`config.mk`:
```
export PLATFORM = sky130hd
export DESIGN_NAME = ps2_mouse_ctrl_flat
export DESIGN_NICKNAME = d
export VERILOG_FILES = /design/src/rtl/ps2_mouse_ctrl_if.sv /design/src/rtl/ps2_mouse_ctrl.sv /design/src/flat_wrapper.sv
export SDC_FILE = /design/constraint.sdc
export NUM_CORES = 1
export LEC_CHECK = 0
export BUFFER_PORTS_ARGS = -buffer_cell sky130_fd_sc_hd__buf_2
export CAP_MARGIN = 40
export CORE_ASPECT_RATIO = 0.8
export CORE_MARGIN = 2
export CORE_UTILIZATION = 45
export CTS_BUF_LIST = sky130_fd_sc_hd__clkbuf_4
export DETAILED_ROUTE_END_ITERATION = 8
export PLACE_DENSITY = 0.73
export SYNTH_ARGS = -nofsm -noshare
export SYNTH_HDL_FRONTEND = slang
export SYNTH_SLANG_ARGS = --single-unit
```
`constraint.sdc`:
```
create_clock -name clk -period 2.7 [get_ports clk]
set_input_delay 0.135 -clock clk [delete_from_list [all_inputs] [get_ports clk]]
set_output_delay 0.135 -clock clk [all_outputs]
set_load 0.05 [all_outputs]
```
`src/rtl/ps2_mouse_ctrl_if.sv`:
```
// Signal bundle between the PS/2 mouse sequencer, the PS/2 transceiver and the stream FSM.
// The bench or a parent drives through master; the sequencer uses slave.
interface ps2_mouse_ctrl_if;
   logic       start;
   logic       stop;
   logic [7:0] rx_data;
   logic       rx_done_tick;
   logic       tx_done_tick;
   logic       st_wr_ps2;
   logic [7:0] st_tx_data;
   logic       st_disable_done_tick;
   logic       wr_ps2;
   logic [7:0] tx_data;
   logic       stream_enable;
   logic       stream_disable;
   logic       stream_rst;
   logic       ready;
   logic       busy;
   logic       error;

   modport master (
      output start, stop, rx_data, rx_done_tick, tx_done_tick,
             st_wr_ps2, st_tx_data, st_disable_done_tick,
      input  wr_ps2, tx_data, stream_enable, stream_disable, stream_rst,
             ready, busy, error
   );

   modport slave (
      input  start, stop, rx_data, rx_done_tick, tx_done_tick,
             st_wr_ps2, st_tx_data, st_disable_done_tick,
      output wr_ps2, tx_data, stream_enable, stream_disable, stream_rst,
             ready, busy, error
   );
endinterface

```
`src/rtl/ps2_mouse_ctrl.sv`:
```
// PS/2 mouse top-level sequencer: reset/self-test/sample-rate init with watchdog and retry,
// hands the link to the stream FSM, muxes the transmit port and performs an orderly stop.
module ps2_mouse_ctrl #(
   parameter logic [7:0] SAMPLE_RATE = 8'd100,
   parameter int         TIMEOUT_CYC = 2_000_000,
   parameter int         MAX_RETRY   = 3
) (
   input logic             clk,
   input logic             rst,
   ps2_mouse_ctrl_if.slave bus
);
   localparam int TW = $clog2(TIMEOUT_CYC + 1);
   localparam int RW = (MAX_RETRY < 2) ? 1 : $clog2(MAX_RETRY + 1);
   localparam logic [TW-1:0] T_LAST = TW'(TIMEOUT_CYC - 1);
   localparam logic [RW-1:0] R_MAX  = RW'(MAX_RETRY);

   typedef enum logic [3:0] {
      IDLE, SEND, WAIT_TX, WAIT_RX, FAIL, LAUNCH,
      STREAMING, HALT_RST, HALT_CMD, HALT_WAIT, ERROR
   } state_t;

   state_t        state_q, state_d;
   logic [2:0]    step_q, step_d, step_nx;
   logic [RW-1:0] retry_q, retry_d, retry_nx;
   logic [TW-1:0] timer_q, timer_d;
   logic [7:0]    txd_q, txd_d;
   logic          error_q, error_d;
   logic          expired;

   // Init step table: S0 reset, S1/S2 self-test reply, S3/S4 set sample rate.
   function automatic logic has_cmd(input logic [2:0] s);
      return (s == 3'd0) || (s == 3'd3) || (s == 3'd4);
   endfunction

   function automatic logic [7:0] cmd_byte(input logic [2:0] s);
      case (s)
         3'd0:    return 8'hFF;
         3'd3:    return 8'hF3;
         3'd4:    return SAMPLE_RATE;
         default: return 8'h00;
      endcase
   endfunction

   function automatic logic [7:0] exp_byte(input logic [2:0] s);
      case (s)
         3'd1:    return 8'hAA;
         3'd2:    return 8'h00;
         default: return 8'hFA;
      endcase
   endfunction

   always_ff @(posedge clk or posedge rst) begin
      if (rst) begin
         state_q <= IDLE;
         step_q  <= '0;
         retry_q <= '0;
         timer_q <= '0;
         txd_q   <= 8'h00;
         error_q <= 1'b0;
      end else begin
         state_q <= state_d;
         step_q  <= step_d;
         retry_q <= retry_d;
         timer_q <= timer_d;
         txd_q   <= txd_d;
         error_q <= error_d;
      end
   end

   always_comb begin
      state_d  = state_q;
      step_d   = step_q;
      retry_d  = retry_q;
      txd_d    = txd_q;
      error_d  = error_q;
      timer_d  = '0;
      step_nx  = step_q + 3'd1;
      retry_nx = retry_q + RW'(1);
      expired  = (timer_q == T_LAST);
      unique case (state_q)
         IDLE, ERROR: begin
            if (bus.start) begin
               step_d  = '0;
               retry_d = '0;
               error_d = 1'b0;
               txd_d   = cmd_byte(3'd0);
               state_d = SEND;
            end
         end
         SEND: state_d = WAIT_TX;
         // A tick arriving in the expiry cycle takes priority over the timeout.
         WAIT_TX: begin
            if (bus.tx_done_tick)  state_d = WAIT_RX;
            else if (expired)      state_d = FAIL;
            else                   timer_d = timer_q + TW'(1);
         end
         WAIT_RX: begin
            if (bus.rx_done_tick) begin
               if (bus.rx_data != exp_byte(step_q)) begin
                  state_d = FAIL;
               end else if (step_q == 3'd4) begin
                  state_d = LAUNCH;
               end else begin
                  step_d = step_nx;
                  if (has_cmd(step_nx)) begin
                     txd_d   = cmd_byte(step_nx);
                     state_d = SEND;
                  end else begin
                     state_d = WAIT_RX;
                  end
               end
            end else if (expired) begin
               state_d = FAIL;
            end else begin
               timer_d = timer_q + TW'(1);
            end
         end
         FAIL: begin
            retry_d = retry_nx;
            if (retry_nx == R_MAX) begin
               error_d = 1'b1;
               state_d = ERROR;
            end else begin
               step_d  = '0;
               txd_d   = cmd_byte(3'd0);
               state_d = SEND;
            end
         end
         LAUNCH:    state_d = STREAMING;
         STREAMING: if (bus.stop) state_d = HALT_RST;
         HALT_RST:  state_d = HALT_CMD;
         HALT_CMD:  state_d = HALT_WAIT;
         HALT_WAIT: begin
            if (bus.st_disable_done_tick) begin
               state_d = IDLE;
            end else if (expired) begin
               error_d = 1'b1;
               state_d = IDLE;
            end else begin
               timer_d = timer_q + TW'(1);
            end
         end
         default: state_d = IDLE;
      endcase
   end

   // The stream FSM owns the transmit port only while streaming or draining its disable.
   always_comb begin
      bus.wr_ps2         = 1'b0;
      bus.tx_data        = txd_q;
      bus.stream_enable  = (state_q == LAUNCH);
      bus.stream_rst     = (state_q == HALT_RST);
      bus.stream_disable = (state_q == HALT_CMD);
      bus.ready          = (state_q == STREAMING);
      bus.busy           = !((state_q == IDLE) || (state_q == STREAMING) || (state_q == ERROR));
      bus.error          = error_q;
      case (state_q)
         SEND: bus.wr_ps2 = 1'b1;
         STREAMING, HALT_WAIT: begin
            bus.wr_ps2  = bus.st_wr_ps2;
            bus.tx_data = bus.st_tx_data;
         end
         default: ;
      endcase
   end
endmodule

```
`src/flat_wrapper.sv`:
```
// flat-port wrapper written by rule: the top's interface ports become plain ports
module ps2_mouse_ctrl_flat 
#(
   parameter logic [7:0] SAMPLE_RATE = 8'd100,
   parameter int         TIMEOUT_CYC = 2_000_000,
   parameter int         MAX_RETRY   = 3
)
  (clk, rst, bus_start, bus_stop, bus_rx_data, bus_rx_done_tick, bus_tx_done_tick, bus_st_wr_ps2, bus_st_tx_data, bus_st_disable_done_tick, bus_wr_ps2, bus_tx_data, bus_stream_enable, bus_stream_disable, bus_stream_rst, bus_ready, bus_busy, bus_error);
  ps2_mouse_ctrl_if bus_i ();
  input logic clk;
  input logic rst;
  input wire logic [$bits(bus_i.start)-1:0] bus_start;
  input wire logic [$bits(bus_i.stop)-1:0] bus_stop;
  input wire logic [$bits(bus_i.rx_data)-1:0] bus_rx_data;
  input wire logic [$bits(bus_i.rx_done_tick)-1:0] bus_rx_done_tick;
  input wire logic [$bits(bus_i.tx_done_tick)-1:0] bus_tx_done_tick;
  input wire logic [$bits(bus_i.st_wr_ps2)-1:0] bus_st_wr_ps2;
  input wire logic [$bits(bus_i.st_tx_data)-1:0] bus_st_tx_data;
  input wire logic [$bits(bus_i.st_disable_done_tick)-1:0] bus_st_disable_done_tick;
  output wire logic [$bits(bus_i.wr_ps2)-1:0] bus_wr_ps2;
  output wire logic [$bits(bus_i.tx_data)-1:0] bus_tx_data;
  output wire logic [$bits(bus_i.stream_enable)-1:0] bus_stream_enable;
  output wire logic [$bits(bus_i.stream_disable)-1:0] bus_stream_disable;
  output wire logic [$bits(bus_i.stream_rst)-1:0] bus_stream_rst;
  output wire logic [$bits(bus_i.ready)-1:0] bus_ready;
  output wire logic [$bits(bus_i.busy)-1:0] bus_busy;
  output wire logic [$bits(bus_i.error)-1:0] bus_error;
  assign bus_i.start = bus_start;
  assign bus_i.stop = bus_stop;
  assign bus_i.rx_data = bus_rx_data;
  assign bus_i.rx_done_tick = bus_rx_done_tick;
  assign bus_i.tx_done_tick = bus_tx_done_tick;
  assign bus_i.st_wr_ps2 = bus_st_wr_ps2;
  assign bus_i.st_tx_data = bus_st_tx_data;
  assign bus_i.st_disable_done_tick = bus_st_disable_done_tick;
  assign bus_wr_ps2 = bus_i.wr_ps2;
  assign bus_tx_data = bus_i.tx_data;
  assign bus_stream_enable = bus_i.stream_enable;
  assign bus_stream_disable = bus_i.stream_disable;
  assign bus_stream_rst = bus_i.stream_rst;
  assign bus_ready = bus_i.ready;
  assign bus_busy = bus_i.busy;
  assign bus_error = bus_i.error;
  ps2_mouse_ctrl #(.SAMPLE_RATE(SAMPLE_RATE), .TIMEOUT_CYC(TIMEOUT_CYC), .MAX_RETRY(MAX_RETRY)) u_core (.clk(clk), .rst(rst), .bus(bus_i));
endmodule
```
==> flow_summary.ini, run 1 <==
[place]
detailed_place_hpwl_um = 3710
gpl.final_weighted_congestion = 0.877
numPortBuffers = 38
dp_worst_setup_slack_ps = 550
placed_area_um2 = 2620

[synthesis]
post_synth_top_cells = dfrtp_1, nor2_1, nand2_1
synth.ff_latch_count = 35
synthesis.yosys.warnings = 0
synth_sequential_area_ratio = 0.367
cell_types_with_the_largest_area_share_after_synthesis = dfrtp_1, xor2_1, nor2_1, ha_1, mux2_2
synth_cell_types = 59
yosys.area.top_type = dfrtp_1
synth.net_count = 295
syn-mean-instance-area_um2 = 9.12
synth.cell_area_um2 = 2390
synthesis.instances = 262
post-synth-top-count-cell = dfrtp_1
async_flop_share = 1.00
synth_top_flop_cell = dfrtp_1
netlist.area_leader.share = 0.367
synth_edf_count = 0

[sta]
post-route-period-util = 0.919
fmaxAchievable_mhz = 403
setup_repair_after_global_routing_missed_its_margin = false
clock-skew-final_ps = 9.33
final.setup.tns_ps = 0
postLayoutSetupSlackWorst_ps = 219
relSlewSlack = 0.668
finalHoldViolations = 0
final_max_slew_viol_count = 0
tightest_slew_ps = 497
finalCriticalPeriod_ps = 2480
report.final.setup_viol = 0

[pwr]
clock_share_of_power = 0.145
power.internal_mw = 1.04
power_density_nw_per_um2 = 745
seq_power_share = 0.346
static_leakage_nw = 1.17
netSwitchingPower_mw = 0.968
power.switching_fraction = 0.483
vdd.ir_drop.worst_uv = 607
fin_total_pwr_mw = 2.00
pwr-share-comb = 0.508

[grt]
grt_usage = 0.178
grt_antenna_before_repair = 0
gr-total-overflow = 0
first_global_vias = 1946
first_pass_grt_wire_length_um = 8700
grt_max_degree = 36

[setup_path]
timing.reg2reg.worst_path_depth = 7
worstPathRequired_ps = 2570
regToRegStartpoint = u_core.timer_q[0]
max_stage_delay_ps = 580
path_delay_family = simple AND/OR/NAND/NOR gates
arrival_ps = 2350
critPathKind = reg -> out
reg2reg_slack_ps = 660
reg2reg_to = u_core.timer_q[2]
timing.critical_path.slowest_stage_cell = dfrtp_1
worstPathMaxFanout = 19
cp-start-kind = flip-flop
critical_path_buf_inv_count = 1
timing.critical_path.cells = nor2b_1 > nand2_1 > nor2_1 > nor2_2 > mux2_2 > buf_2
crit_end_category = output port

[hold_path]
hold_path_class = in -> reg
whs_path_depth = 3
min_delay_worst_endpoint = u_core.state_q[2]
hold_start = bus_rx_done_tick

[floorplanning]
core.rowCount = 23
initial_core_util = 0.472
die_h_um = 69.2
floorplan.die_area_um2 = 5910
fp.coreArea_um2 = 5060
count_of_boundary_i_o_pins = 39
fp.dieW_um = 85.5

[routing]
routed_wire_length_per_instance_um = 13.8
postRouteAntennaNets = 0
vias_per_cell = 5.61
finalWirelength_um = 5000
drt-pass1-iter-count = 4
initialDrtViolationCount = 172
total_via_count_after_detailed_routing = 2038
drc = 0

[layout]
filler_cell_count = 463
final_nets = 333
fin_area_um2 = 2690
drive_above_1_share = 0.246
area_growth_pct = 12.7
antenna_cells_inserted = 0

[clock_network]
cts_made_buffers = 5
cts.htree.levels = 2
clock_tree.buffer_depth = 2
post-cts-setup-buffer-count = 0
clk_root_buffer_cell = clkbuf_4
clkLatencyLatePin_ps = 340
clk_pin_slew_ps = 120
clock-sinks = 35
cts_tree = done

[outcome]
outcome = finished clean

[run]
cap_violations = 0
-- layer usage --
layer,vias to the layer above,GRT usage,share of wire
li1,994,-,-
met1,977,0.259,0.49
met2,65,0.273,0.44
met3,2,0.0395,0.060
met4,0,0.0388,0.0030
met5,-,0,0
-- layout by cell type (no fill, tap or decap), drive strengths merged, types with 3 or more instances in the layout --
cell / netlist / routed
a21o: 3 / 3
a21oi: 11 / 11
and3: 5 / 5
and4: 7 / 7
buf: 6 / 42
clkbuf: 6 / 6
dfrtp: 35 / 35
ha: 9 / 9
inv: 14 / 14
mux2: 8 / 8
mux2i: 4 / 4
nand2: 25 / 25
nand2b: 3 / 3
nand3: 10 / 10
nand4: 3 / 3
nor2: 35 / 35
nor3: 7 / 7
nor3b: 4 / 4
o21ai: 8 / 8
o22ai: 3 / 3
o31ai: 3 / 3
xnor2: 4 / 4
xor2: 15 / 15
-- final cells by class --
cell class                 instances  area (µm²)  share of cell area
multi-input combinational        201        1400               0.519
sequential                        35         877               0.326
timing repair buffer              43         230              0.0855
tap                               62        77.6              0.0288
inverter                          14        52.6              0.0195
clock buffer                       6        45.0              0.0167
clock inverter                     2        12.5             0.00465
-- power by group through the flow --
stage                     Sequential [mW]  Clock [mW]  Combinational [mW]
after floorplan                     0.634           0               0.879
after global placement              0.696           0               0.998
after detailed placement            0.702           0                1.01
after CTS                           0.691       0.302                1.02
after global routing                0.710       0.324                1.11
final                               0.694       0.291                1.02
-- registers in the layout, summed over array words and instances, names as in the netlist --
name              count
u_core.bus.error      1
u_core.retry_q        2
u_core.state_q        4
u_core.step_q         3
u_core.timer_q       21
u_core.txd_q          4
-- worst max path at each step --
| stage | start | to | cells after the start |
|---|---|---|---|
| detailed placement | u_core.state_q[1] | bus_tx_data[0] | 6 |
| global placement | u_core.state_q[1] | bus_tx_data[3] | 6 |
| global route | u_core.state_q[2] | bus_tx_data[2] | 6 |
| CTS | u_core.state_q[1] | bus_tx_data[0] | 6 |
| floorplan | u_core.state_q[1] | bus_tx_data[0] | 6 |
| finish | u_core.state_q[2] | bus_tx_data[0] | 6 |
-- per-stage QoR --
| step | util | instances | hold slack, ps |
|---|---|---|---|
| finish | 0.531 | 363 | 104 |
| detailed placement | 0.518 | 354 | 263 |
| global route | 0.531 | 363 | 131 |
| CTS | 0.531 | 363 | 84.8 |
| global placement | 0.518 | 354 | 261 |
| floorplan | - | 262 | 289 |
-- timing repair --
action                     4_1_cts  5_1_grt
hold buffers                     1        0
setup endpoints to repair        0        8
hold endpoints to repair        35        0
resized for setup                0        1
-- tightest hold or removal path, delay by kind of cell --
kind	cells	cell delay, ps
buffers and inverters	2	190
AOI/OAI and AO/OA	1	80
-- cells by family after synthesis --
| logic type | share of synthesized area |
|---|---|
| buf+inv | 0.0487 |
| simple gates | 0.275 |
| fa+ha+maj | 0.0471 |
| xor+xnor | 0.0697 |
| mux | 0.0545 |
| flops | 0.367 |
| compound gates | 0.138 |
(Power assumes the default switching activity.)
==> run 2, diff against run 1 <==
--- a/config.mk
+++ b/config.mk
@@ -12,6 +12,7 @@
 export CORE_UTILIZATION = 45
 export CTS_BUF_LIST = sky130_fd_sc_hd__clkbuf_4
 export DETAILED_ROUTE_END_ITERATION = 8
+export MAX_ROUTING_LAYER = met4
 export PLACE_DENSITY = 0.73
 export SYNTH_ARGS = -nofsm -noshare
 export SYNTH_HDL_FRONTEND = slang
==> flow_summary.ini, run 2 (same netlist as run 1, synthesis figures left out) <==
[setup_path]
crit_path_launch = u_core.state_q[2]
max_stage_delay_ps = 580
timing.reg2reg.worst_path_depth = 7
reg2reg_to = u_core.timer_q[2]
reg2reg_slack_ps = 660
arrival_ps = 2350
timing.critical_path.slowest_stage_cell = dfrtp_1
regToRegStartpoint = u_core.timer_q[0]
cp-start-kind = flip-flop
worstPathMaxFanout = 19
crit_end_category = output port
timing.critical_path.cells = nor2b_1 > nand2_1 > nor2_1 > nor2_2 > mux2_2 > buf_2
critPathKind = reg -> out
worstPathRequired_ps = 2570

[sta]
report.final.setup_viol = 0
clock-skew-final_ps = 9.43
fmaxAchievable_mhz = 403
final.setup.tns_ps = 0
finalCriticalPeriod_ps = 2480
tightest_slew_ps = 498
post-route-period-util = 0.919
setup_repair_after_global_routing_missed_its_margin = false
final_max_slew_viol_count = 0
finalHoldViolations = 0
postLayoutSetupSlackWorst_ps = 219
relSlewSlack = 0.668

[floorplanning]
count_of_boundary_i_o_pins = 39
die_h_um = 69.2
core.rowCount = 23
fp.coreArea_um2 = 5060
floorplan.die_area_um2 = 5910
fp.dieW_um = 85.5
initial_core_util = 0.472

[clock_network]
clk_pin_slew_ps = 120
clock_tree.buffer_depth = 2
cts_tree = done
cts.htree.levels = 2
cts_made_buffers = 5
clock-sinks = 35
clkLatencyLatePin_ps = 340
clk_root_buffer_cell = clkbuf_4

[grt]
grt_antenna_before_repair = 0
first_pass_grt_wire_length_um = 8700
first_global_vias = 1946
grt_max_degree = 36
gr-total-overflow = 0
grt_usage = 0.183

[routing]
finalWirelength_um = 5000
drc = 0
postRouteAntennaNets = 0
routed_wire_length_per_instance_um = 13.8
total_via_count_after_detailed_routing = 2037
vias_per_cell = 5.61
initialDrtViolationCount = 172
drt-pass1-iter-count = 4

[pwr]
static_leakage_nw = 1.17
power_density_nw_per_um2 = 744
vdd.ir_drop.worst_uv = 607

[layout]
registers.top_by_ff_count = u_core.timer_q
mostFrequentLayoutCells = buf_2, nor2_1, dfrtp_1
fin_area_um2 = 2690
most_common_cell_after_layout_fill_and_taps_aside = buf_2
layout_top_registers = u_core.timer_q (21), u_core.state_q (4), u_core.txd_q (4)
final_nets = 333
antenna_cells_inserted = 0
filler_cell_count = 463
drive_above_1_share = 0.246
largest_register_ff_count = 21
area_growth_pct = 12.7

[hold_path]
hold_start = bus_rx_done_tick
hold_path_class = in -> reg
min_delay_worst_endpoint = u_core.state_q[2]
whs_path_depth = 3

[place]
gpl.final_weighted_congestion = 0.892
detailed_place_hpwl_um = 3710
placed_area_um2 = 2620
dp_worst_setup_slack_ps = 550
numPortBuffers = 38

[outcome]
outcome = finished clean

[run]
cap_violations = 0
## run 2: cell counts in the layout (fill, tap and decap cells not counted)
No cell type changed its count.
## run 2: how the worst max path moves through the flow
stage                     endpoint  slack [ps]  cells past startpoint
global route        bus_tx_data[2]          50                      6
global placement    bus_tx_data[3]         640                      6
finish              bus_tx_data[0]         220                      6
floorplan           bus_tx_data[0]         380                      6
detailed placement  bus_tx_data[0]         550                      6
CTS                 bus_tx_data[0]         150                      6
## run 2: cell type report
type | count | area [µm²] | area share
inverters | 14 | 52.6 | 0.0195
clock inverters | 2 | 12.5 | 0.00465
multi-input cells | 201 | 1400 | 0.519
well taps | 62 | 77.6 | 0.0288
clock buffers | 6 | 45.0 | 0.0167
repair buffers | 43 | 230 | 0.0855
flip-flops and latches | 35 | 877 | 0.326
## run 2: what timing repair did
action | CTS | global route
buffers inserted | 0 | 0
hold endpoints to repair | 35 | 0
hold buffers | 1 | 0
gates resized for setup | 0 | 1
setup endpoints to repair | 0 | 8
## run 2: layer usage
| layer | GRT usage | routed length [µm] | share of wire | vias to the layer above |
|---|---|---|---|---|
| met5 | - | 0 | 0 | - |
| met4 | 0.0388 | 15 | 0.0030 | 0 |
| met3 | 0.0383 | 289 | 0.058 | 2 |
| met2 | 0.273 | 2240 | 0.45 | 63 |
| met1 | 0.260 | 2460 | 0.49 | 977 |
| li1 | - | - | - | 995 |
## run 2: critical path, delay by kind of cell, from the launching register on
kind | cells | cell delay (ps)
buf+inv | 1 | 210
flops | 1 | 580
mux | 1 | 380
simple gates | 4 | 830
## run 2: where the power goes
part / switching (mW) / leakage [nW] / internal [mW]
Clock: 0.181 / 0.0317 / 0.111
Sequential: 0.114 / 0.460 / 0.579
Combinational: 0.672 / 0.683 / 0.347
## run 2: through the flow
step,utilization,instances,power [mW],hold WS [ps]
2_1_floorplan,-,262,1.51,289
3_3_place_gp,0.518,354,1.69,261
3_5_place_dp,0.518,354,1.71,263
4_1_cts,0.531,363,2.01,84.8
5_1_grt,0.531,363,2.14,131
6_report,0.531,363,2.00,104
==> run 3, diff against run 2 <==
--- a/config.mk
+++ b/config.mk
@@ -5,10 +5,10 @@
 export SDC_FILE = /design/constraint.sdc
 export NUM_CORES = 1
 export LEC_CHECK = 0
+export ABC_AREA = 1
 export BUFFER_PORTS_ARGS = -buffer_cell sky130_fd_sc_hd__buf_2
 export CAP_MARGIN = 40
 export CORE_ASPECT_RATIO = 0.8
-export CORE_MARGIN = 2
 export CORE_UTILIZATION = 45
 export CTS_BUF_LIST = sky130_fd_sc_hd__clkbuf_4
 export DETAILED_ROUTE_END_ITERATION = 8
==> flow_summary.ini, run 3 <==
[clock_network]
clock-sinks = 35
clk_pin_slew_ps = 100
clkLatencyLatePin_ps = 340
clock_tree.buffer_depth = 2
cts_hold_buffers = 1
clk_root_buffer_cell = clkbuf_4
cts_resized = 0
cts.htree.levels = 2
cts_tree = done
post-cts-setup-buffer-count = 0
cts_made_buffers = 5

[synthesis]
post_synth_top_cells = nand2_1, nor2_1, inv_1
netlist.area_leader.share = 0.367
syn-mean-instance-area_um2 = 6.74
synthesis.instances = 354
synth.net_count = 387
synth.ff_latch_count = 35
post-synth-top-count-cell = nand2_1
cell_types_with_the_largest_area_share_after_synthesis = dfrtp_1, nand2_1, nor2_1, inv_1, ha_1
synthesis.yosys.warnings = 0
synth.cell_area_um2 = 2390
yosys.area.top_type = dfrtp_1
synth_top_flop_cell = dfrtp_1
synth_edf_count = 0
async_flop_share = 1.00
synth_sequential_area_ratio = 0.367
synth_cell_types = 30

[grt]
first_pass_grt_wire_length_um = 9030
grt_usage = 0.211
grt_antenna_before_repair = 0
grt_max_degree = 36
first_global_vias = 2015
gr-total-overflow = 0

[hold_path]
hold_start = bus_start
whs_path_depth = 4
hold_path_class = in -> reg
min_delay_worst_endpoint = u_core.bus.error

[setup_path]
worstPathMaxFanout = 9
crit_end_category = output port
critPathKind = reg -> out
reg2reg_to = u_core.timer_q[19]
reg2reg_slack_ps = 730
arrival_ps = 2200
regToRegStartpoint = u_core.timer_q[0]
cp-start-kind = flip-flop
timing.reg2reg.worst_path_depth = 8
worstPathRequired_ps = 2570

[sta]
final_max_slew_viol_count = 0
relSlewSlack = 0.685
finalCriticalPeriod_ps = 2330
finalHoldViolations = 0
post-route-period-util = 0.864
report.final.setup_viol = 0
final.setup.tns_ps = 0
fmaxAchievable_mhz = 429
tightest_slew_ps = 469
clock-skew-final_ps = 11.5
fin_hold_ws_ps = 112
setup_repair_after_global_routing_missed_its_margin = false

[layout]
layout_top_registers = u_core.timer_q (21), u_core.state_q (4), u_core.txd_q (4)
antenna_cells_inserted = 0
largest_register_ff_count = 21
fin_area_um2 = 2720
final_cell_count_no_fill = 463
registers.top_by_ff_count = u_core.timer_q
drive_above_1_share = 0.162
most_common_cell_after_layout_fill_and_taps_aside = nand2_1
final_nets = 433
mostFrequentLayoutCells = nand2_1, nor2_1, inv_1
area_growth_pct = 13.9

[floorplanning]
count_of_boundary_i_o_pins = 39
fp.dieW_um = 83.4
core.rowCount = 23
fp.coreArea_um2 = 5060
floorplan.die_area_um2 = 5600
die_h_um = 67.1
initial_core_util = 0.471

[routing]
drt-pass1-iter-count = 4
vias_per_cell = 4.97
postRouteAntennaNets = 0
total_via_count_after_detailed_routing = 2303
routed_wire_length_per_instance_um = 11.6
drc = 0
finalWirelength_um = 5390
initialDrtViolationCount = 122

[pwr]
static_leakage_nw = 1.45
vdd.ir_drop.worst_uv = 916
power_density_nw_per_um2 = 822

[place]
placed_area_um2 = 2650
placed_cells = 454
detailed_place_hpwl_um = 4230
numPortBuffers = 38
gpl.final_weighted_congestion = 0.944

[outcome]
outcome = finished clean

[run]
cap_violations = 0
[run 3: worst max path at each step]
| stage | start | endpoint | slack (ps) | cells past startpoint |
|---|---|---|---|---|
| after floorplan | u_core.state_q[1] | bus_tx_data[0] | 830 | 8 |
| after global placement | u_core.state_q[0] | bus_tx_data[2] | 780 | 9 |
| after detailed placement | u_core.timer_q[0] | u_core.timer_q[17] | 760 | 8 |
| after CTS | u_core.state_q[0] | bus_tx_data[5] | 380 | 9 |
| after global routing | u_core.state_q[0] | bus_tx_data[1] | 120 | 9 |
| final | u_core.state_q[0] | bus_tx_data[1] | 370 | 9 |
[run 3: area by class of cell]
class                           instances  area (µm²)
Tap cell                               62        77.6
Multi-Input combinational cell        265        1300
Clock buffer                            6        45.0
Fill cell                             502        2350
Clock inverter                          2        12.5
Sequential cell                        35         876
Timing Repair Buffer                   40         208
Inverter                               53         201
[run 3: worst max-delay path, cell delays in order, from the launching register on]
cell and delay (ps):
dfrtp_1 440, inv_1 110, nor2_1 70, nand2_1 160, inv_1 70, nor2_1 310, clkinv_1 320, nand2_1 120
nand2_1 50, buf_2 210
[run 3: cells by family after synthesis]
group           count (synthesis)  share of synthesized area
fa+ha+maj                       9                     0.0472
flops                          35                      0.367
compound gates                 18                     0.0420
xor+xnor                        4                     0.0147
simple gates                  234                      0.440
buf+inv                        54                     0.0891
[run 3: layer usage]
metal,track usage,up-vias,share of wire
met4,0.0572,0,0.0080
met3,0.0330,4,0.061
li1,-,1194,-
met2,0.318,72,0.41
met5,-,-,0
met1,0.299,1033,0.52
[run 3: where the power goes]
part           leakage [nW]  internal [mW]  switching, mW
Clock                0.0317          0.111          0.178
Combinational         0.950          0.326          0.962
Sequential            0.469          0.598         0.0598
[run 3: metrics by stage]
stage / setup WS [ps] / utilization / total power, mW
after global placement: 784 / 0.523 / 1.93
after detailed placement: 761 / 0.523 / 1.95
final: 367 / 0.537 / 2.23
after CTS: 378 / 0.537 / 2.25
after global routing: 120 / 0.537 / 2.41
after floorplan: 827 / - / 1.67
